## config.mk

```make
export PLATFORM = sky130hd
export DESIGN_NAME = axil_rw_scheduler
export DESIGN_NICKNAME = d
export VERILOG_FILES = /design/src/rtl/axil_sched_pkg.sv /design/src/rtl/axil_sched_watchdog.sv /design/src/rtl/axil_rw_scheduler.sv
export SDC_FILE = /design/constraint.sdc
export NUM_CORES = 1
export LEC_CHECK = 0
export CAP_MARGIN = 20
export CORE_AREA = 2 2 45 47
export CTS_CLUSTER_SIZE = 25
export DETAILED_ROUTE_END_ITERATION = 12
export DIE_AREA = 0 0 47 49
export PLACE_DENSITY = 0.66
export SYNTH_ARGS = -nofsm -noshare
export SYNTH_HDL_FRONTEND = slang
export SYNTH_SLANG_ARGS = --single-unit
```

## constraint.sdc

```tcl
create_clock -name clk -period 2.4 [get_ports clk]
set_input_delay 0.48 -clock clk [delete_from_list [all_inputs] [get_ports clk]]
set_output_delay 0.48 -clock clk [all_outputs]
set_load 0.05 [all_outputs]
```

## src/rtl/axil_sched_pkg.sv

```systemverilog
// Shared types and default constants for the AXI-Lite read/write scheduler.
package axil_sched_pkg;

  typedef enum logic [2:0] {
    S_IDLE     = 3'd0,
    S_WR_ISSUE = 3'd1,
    S_WR_WAIT  = 3'd2,
    S_RD_ISSUE = 3'd3,
    S_RD_WAIT  = 3'd4
  } sched_state_e;

  typedef enum logic {
    OWN_WR = 1'b0,
    OWN_RD = 1'b1
  } owner_e;

  localparam int unsigned HOLD_MAX_DEF       = 16;
  localparam int unsigned TIMEOUT_CYCLES_DEF = 256;

endpackage

```

## src/rtl/axil_sched_watchdog.sv

```systemverilog
// Completion watchdog: counts cycles while run is high, flags expiry on the
// TIMEOUT_CYCLES-th cycle. Only instantiated when AXIL_SCHED_TIMEOUT_EN is defined.
module axil_sched_watchdog
  import axil_sched_pkg::*;
#(
  parameter int unsigned TIMEOUT_CYCLES = TIMEOUT_CYCLES_DEF
) (
  input  logic clk,
  input  logic rst_n,
  input  logic run,
  input  logic clr,
  output logic expired
);

  localparam int unsigned CW = $clog2(TIMEOUT_CYCLES + 1);

  logic [CW-1:0] cnt_q;

  assign expired = run && (cnt_q == CW'(TIMEOUT_CYCLES - 1));

  always_ff @(posedge clk or negedge rst_n) begin
    if (!rst_n) begin
      cnt_q <= '0;
    end else if (clr) begin
      cnt_q <= '0;
    end else if (run && !expired) begin
      cnt_q <= cnt_q + CW'(1);
    end
  end

endmodule

```

## src/rtl/axil_rw_scheduler.sv

```systemverilog
// Serialises write and read AXI-Lite beats with round-robin plus a tenure beat cap.
// Optional completion watchdog enabled by defining AXIL_SCHED_TIMEOUT_EN.
module axil_rw_scheduler
  import axil_sched_pkg::*;
#(
  parameter int unsigned HOLD_MAX       = HOLD_MAX_DEF,
  parameter int unsigned TIMEOUT_CYCLES = TIMEOUT_CYCLES_DEF
) (
  input  logic clk,
  input  logic rst_n,
  input  logic wr_req,
  input  logic wr_last,
  output logic wr_gnt,
  input  logic wr_done,
  input  logic rd_req,
  input  logic rd_last,
  output logic rd_gnt,
  input  logic rd_done,
  output logic busy,
  output logic owner,
  output logic timeout_err
);

  localparam int unsigned HW = $clog2(HOLD_MAX + 1);

  // Handshake: a beat is taken in the cycle req && gnt; req must stay high until then.
  sched_state_e  state_q, state_d;
  owner_e        owner_q, owner_d;
  logic [HW-1:0] hold_q, hold_d;
  logic          last_q, last_d;
  logic [HW-1:0] hold_inc;
  logic          hold_cap;
  logic          wd_expired;

  assign hold_inc = (hold_q == HW'(HOLD_MAX)) ? hold_q : hold_q + HW'(1);
  assign hold_cap = (hold_q >= HW'(HOLD_MAX));

`ifdef AXIL_SCHED_TIMEOUT_EN
  logic timeout_q;
  logic in_wait;

  assign in_wait = (state_q == S_WR_WAIT) || (state_q == S_RD_WAIT);

  axil_sched_watchdog #(.TIMEOUT_CYCLES(TIMEOUT_CYCLES)) u_watchdog (
    .clk     (clk),
    .rst_n   (rst_n),
    .run     (in_wait),
    .clr     (!in_wait),
    .expired (wd_expired)
  );

  // A done in the expiring cycle still counts; only a true timeout sets the flag.
  always_ff @(posedge clk or negedge rst_n) begin
    if (!rst_n) begin
      timeout_q <= 1'b0;
    end else if (wd_expired &&
                 !((state_q == S_WR_WAIT && wr_done) || (state_q == S_RD_WAIT && rd_done))) begin
      timeout_q <= 1'b1;
    end
  end

  assign timeout_err = timeout_q;
`else
  assign wd_expired  = 1'b0;
  assign timeout_err = 1'b0;
`endif

  always_ff @(posedge clk or negedge rst_n) begin
    if (!rst_n) begin
      state_q <= S_IDLE;
      owner_q <= OWN_RD;
      hold_q  <= '0;
      last_q  <= 1'b0;
    end else begin
      state_q <= state_d;
      owner_q <= owner_d;
      hold_q  <= hold_d;
      last_q  <= last_d;
    end
  end

  always_comb begin
    state_d = state_q;
    owner_d = owner_q;
    hold_d  = hold_q;
    last_d  = last_q;
    case (state_q)
      S_IDLE: begin
        // On a tie the path that did not own the bus last wins.
        if (wr_req && (!rd_req || owner_q == OWN_RD)) begin
          state_d = S_WR_ISSUE;
          if (owner_q != OWN_WR) begin
            owner_d = OWN_WR;
            hold_d  = '0;
          end
        end else if (rd_req) begin
          state_d = S_RD_ISSUE;
          if (owner_q != OWN_RD) begin
            owner_d = OWN_RD;
            hold_d  = '0;
          end
        end
      end
      S_WR_ISSUE: begin
        if (wr_req) begin
          state_d = S_WR_WAIT;
          last_d  = wr_last;
          hold_d  = hold_inc;
        end else begin
          state_d = S_IDLE;
        end
      end
      S_WR_WAIT: begin
        if (wr_done) begin
          if (last_q || (rd_req && hold_cap)) begin
            if (rd_req) begin
              state_d = S_RD_ISSUE;
              owner_d = OWN_RD;
              hold_d  = '0;
            end else begin
              state_d = S_IDLE;
            end
          end else if (wr_req) begin
            state_d = S_WR_ISSUE;
          end else begin
            state_d = S_IDLE;
          end
        end else if (wd_expired) begin
          state_d = S_IDLE;
          hold_d  = '0;
        end
      end
      S_RD_ISSUE: begin
        if (rd_req) begin
          state_d = S_RD_WAIT;
          last_d  = rd_last;
          hold_d  = hold_inc;
        end else begin
          state_d = S_IDLE;
        end
      end
      S_RD_WAIT: begin
        if (rd_done) begin
          if (last_q || (wr_req && hold_cap)) begin
            if (wr_req) begin
              state_d = S_WR_ISSUE;
              owner_d = OWN_WR;
              hold_d  = '0;
            end else begin
              state_d = S_IDLE;
            end
          end else if (rd_req) begin
            state_d = S_RD_ISSUE;
          end else begin
            state_d = S_IDLE;
          end
        end else if (wd_expired) begin
          state_d = S_IDLE;
          hold_d  = '0;
        end
      end
      default: state_d = S_IDLE;
    endcase
  end

  assign wr_gnt = (state_q == S_WR_ISSUE);
  assign rd_gnt = (state_q == S_RD_ISSUE);
  assign busy   = (state_q != S_IDLE);
  assign owner  = owner_q;

endmodule
```

==> flow_summary_export.csv, run 1 <==
group,metric,value,unit
outcome,status,"finished clean",
clock_network,cts_tree,"done",
power,p_leak,0.438,nW
synth,synth_area_leaders,"dfrtp_1 (29%), a21o_1 (4.8%), nor2_1 (4.3%), or3_1 (4.0%), mux2i_1 (3.8%)",
setup_path,cp.required,2.56,ns
setup_path,worstSetupPathType,"in2reg",
sta,worst_clock_skew,0.00339,ns
placement,placed_cells,131,
clock_network,clock_latency,0.27,ns
synth,synthArstFlopShare,100,%
sta,slew_headroom,59.9,%
die,fp.dieW,47,um
sta,hold_violations,0,
final_layout,fin_nets,119,
setup_path,worstReg2RegStart,"state_q[1]$_DFFE_PN0P_",
grt,antenna_found_initial,0,
synth,mappedNetlistArea,781,um^2
die,num_rows,16,
synth,ys_types,35,
detailed_routing,drt-total-wl,1.84,mm
placement,gp_congestion,0.789,
setup_path,crit_arrival,2.31,ns
setup_path,startpoint,"wr_req",
die,dieArea,2300,um^2
die,io_pins,13,
synth,syn_area_per_cell,8.22,um^2
grt,grt_usage,17.5,%
sta,fmax,464,MHz
detailed_routing,vias_per_cell,5.56,
final_layout,num-fill-cells,190,
flow_run,max_cap_violations,0,
final_layout,drive_gt1_share,13.0,%
sta,period_minus_slack,2.16,ns
detailed_routing,routedWlPerCell,13.6,um
sta,rsz0062_at_grt,"no",
sta,fin_crit_sh,89.9,%
setup_path,cp-start-kind,"input port",
die,start_util,42.4,%
grt,grt_pass1_vias,668,
setup_path,path_max_fanout,8,
final_layout,area_delta_synth_final,21.6,%
placement,port_buffers,11,
detailed_routing,drt_iter0_markers,15,
synth,synth_seq_cells,10,
die,fp.coreArea,1840,um^2
synth,synth_ff_type,"dfrtp_1",
synth,synth_fp_nets,105,
placement,dpl_cell_area,911,um^2
synth,synth_top_cell_area_share,28.8,%
clock_network,htree_levels,1,
clock_network,cts_setup_buffers,0,
detailed_routing,drcViolationCount,0,
power,power_density,1320,nW/um^2
synth,synth_top_cell_by_area,"dfrtp_1",
synth,syn_inst,95,
clock_network,cts_max_path_buffers,2,
synth,yosysSeqAreaShare,32.2,%
sta,setup_violations,0,
power,peakVddDrop,556,uV
final_layout,seq_area,251,um^2
detailed_routing,vias,751,
clock_network,cts_buffers,3,
clock_network,clockRootBuffer,"clkbuf_4",
die,die_y,49,um
grt,grt_pass1_wl,2.96,mm
clock_network,cts.sinks,10,
detailed_routing,firstDrtPassIters,4,
detailed_routing,ant_nets,0,
clock_network,clk_pin_slew,0.08,ns
setup_path,end_kind,"flip-flop",
sta,drv_slew,0,
synth,ys.warnings.count,0,
placement,hpwl,1.33,mm
synth,synth_edf_count,0,
final_layout,stdcell_count,135,
sta,fin_setup_tns,0,ns
final_layout,n_antenna_cell,0,
worst_hold_path,min_path_type,"in2async",
grt,grt_remaining_overflow,0,
grt,grt_max_degree,12,
sta,worst_pin_slew,0.586,ns
final_layout,final_area,950,um^2
final_layout,multi_input_area,460,um^2
[layout make-up]
cell class / instances / area share [%]
repair buffers: 16 / 15.3
multi-input cells: 72 / 48.5
clock buffers: 4 / 3.82
inverters: 6 / 2.37
flip-flops and latches: 10 / 26.5
well taps: 27 / 3.56
[worst max-delay path: stages]
cell and delay [ns]:
clkdlybuf4s50_1 0.65, inv_1 0.11, a21oi_1 0.21, o211ai_1 0.13, or3_1 0.41, a211o_1 0.33
[repair_timing]
| action | 4_1_cts | 5_1_grt |
|---|---|---|
| setup endpoints to repair | 0 | 1 |
| resized for setup | 0 | 1 |
| hold buffers | 0 | 0 |
[where the power goes]
group | total (mW) | switching, mW | internal [mW]
logic | 0.742 | 0.444 | 0.298
clock network | 0.160 | 0.0675 | 0.0922
registers | 0.351 | 0.102 | 0.248
[cell usage after synthesis (2+ instances only)]
cell type  instances
nor2_1             9
or3_1              5
buf_4              2
a211oi_1           2
a2111oi_0          2
inv_1              5
o31ai_1            3
a211o_1            2
dfrtp_1            9
nor2b_1            3
nand2_1            3
buf_2              4
mux2i_1            3
nand3_1            4
a21oi_1            5
nor3b_1            3
nor3_1             3
a31oi_1            2
ha_1               2
a21o_1             5
o21ai_0            5
[metal layers]
layer	up-vias	share of wire (%)	wire, um	track usage, %
li1	372	-	-	-
met1	349	47	857	24.5
met2	26	46	842	26.0
met3	4	6.5	119	4.44
met4	0	0.87	16	5.09
met5	-	0	0	0
[worst paths after layout]
path	end	slack (ns)	depth (start not counted)
min	state_q[2]$_DFFE_PN0P_	0.52	1
max	hold_q[2]$_DFFE_PN0P_	0.24	6
max in group asynchronous	owner$_DFFE_PN1P_	1.53	1
min reg2reg	hold_q[3]$_DFFE_PN0P_	0.57	1
min in group clk	hold_q[3]$_DFFE_PN0P_	0.57	1
max reg2reg	hold_q[2]$_DFFE_PN0P_	0.32	6
[cell families (layout without fill, tap and decap cells)]
logic type	Yosys count	count (layout)	share of synthesized area (%)
AOI/OAI and AO/OA	30	30	26.1
adders and majority gates	2	2	3.20
buffers and inverters	13	26	8.81
DFF	10	10	32.2
muxes	3	3	3.85
other	1	1	0.480
and+or+nand+nor	36	36	25.3
[sequential cells by signal (all words and copies together) (netlist names)]
name,count
last_q,1
hold_q,5
owner,1
state_q,3
[metrics by stage]
step / worst slack [ns] / utilization, % / total power, mW / hold slack (ns)
2_1_floorplan: 0.392 / - / 0.899 / 0.184
3_3_place_gp: 0.0687 / 49.5 / 1.08 / 0.531
3_5_place_dp: 0.0243 / 49.5 / 1.09 / 0.558
4_1_cts: 0.0362 / 51.4 / 1.25 / 0.546
5_1_grt: 0.214 / 51.6 / 1.35 / 0.562
6_report: 0.243 / 51.6 / 1.25 / 0.524
[layout by cell type (no fill, tap or decap), types with 2 or more instances in the layout]
cell and instances:
nor2_1 9, dfrtp_1 9, clkdlybuf4s50_1 8, buf_4 7
or3_1 5, inv_1 5, o21ai_0 5, a21oi_1 5
a21o_1 5, nand3_1 4, mux2i_1 3, o31ai_1 3
nor3b_1 3, nor2b_1 3, nand2_1 3, nor3_1 3
clkbuf_4 3, a2111oi_0 2, a31oi_1 2, a211o_1 2
a211oi_1 2, ha_1 2
Power figures use the tool's default switching activity.
==> inputs of run 2 (changes only) <==
- SKIP_CTS_REPAIR_TIMING: unset -> 1
==> results of run 2 <==
The final DEF is identical to that of run 1; final timing and power are the same.
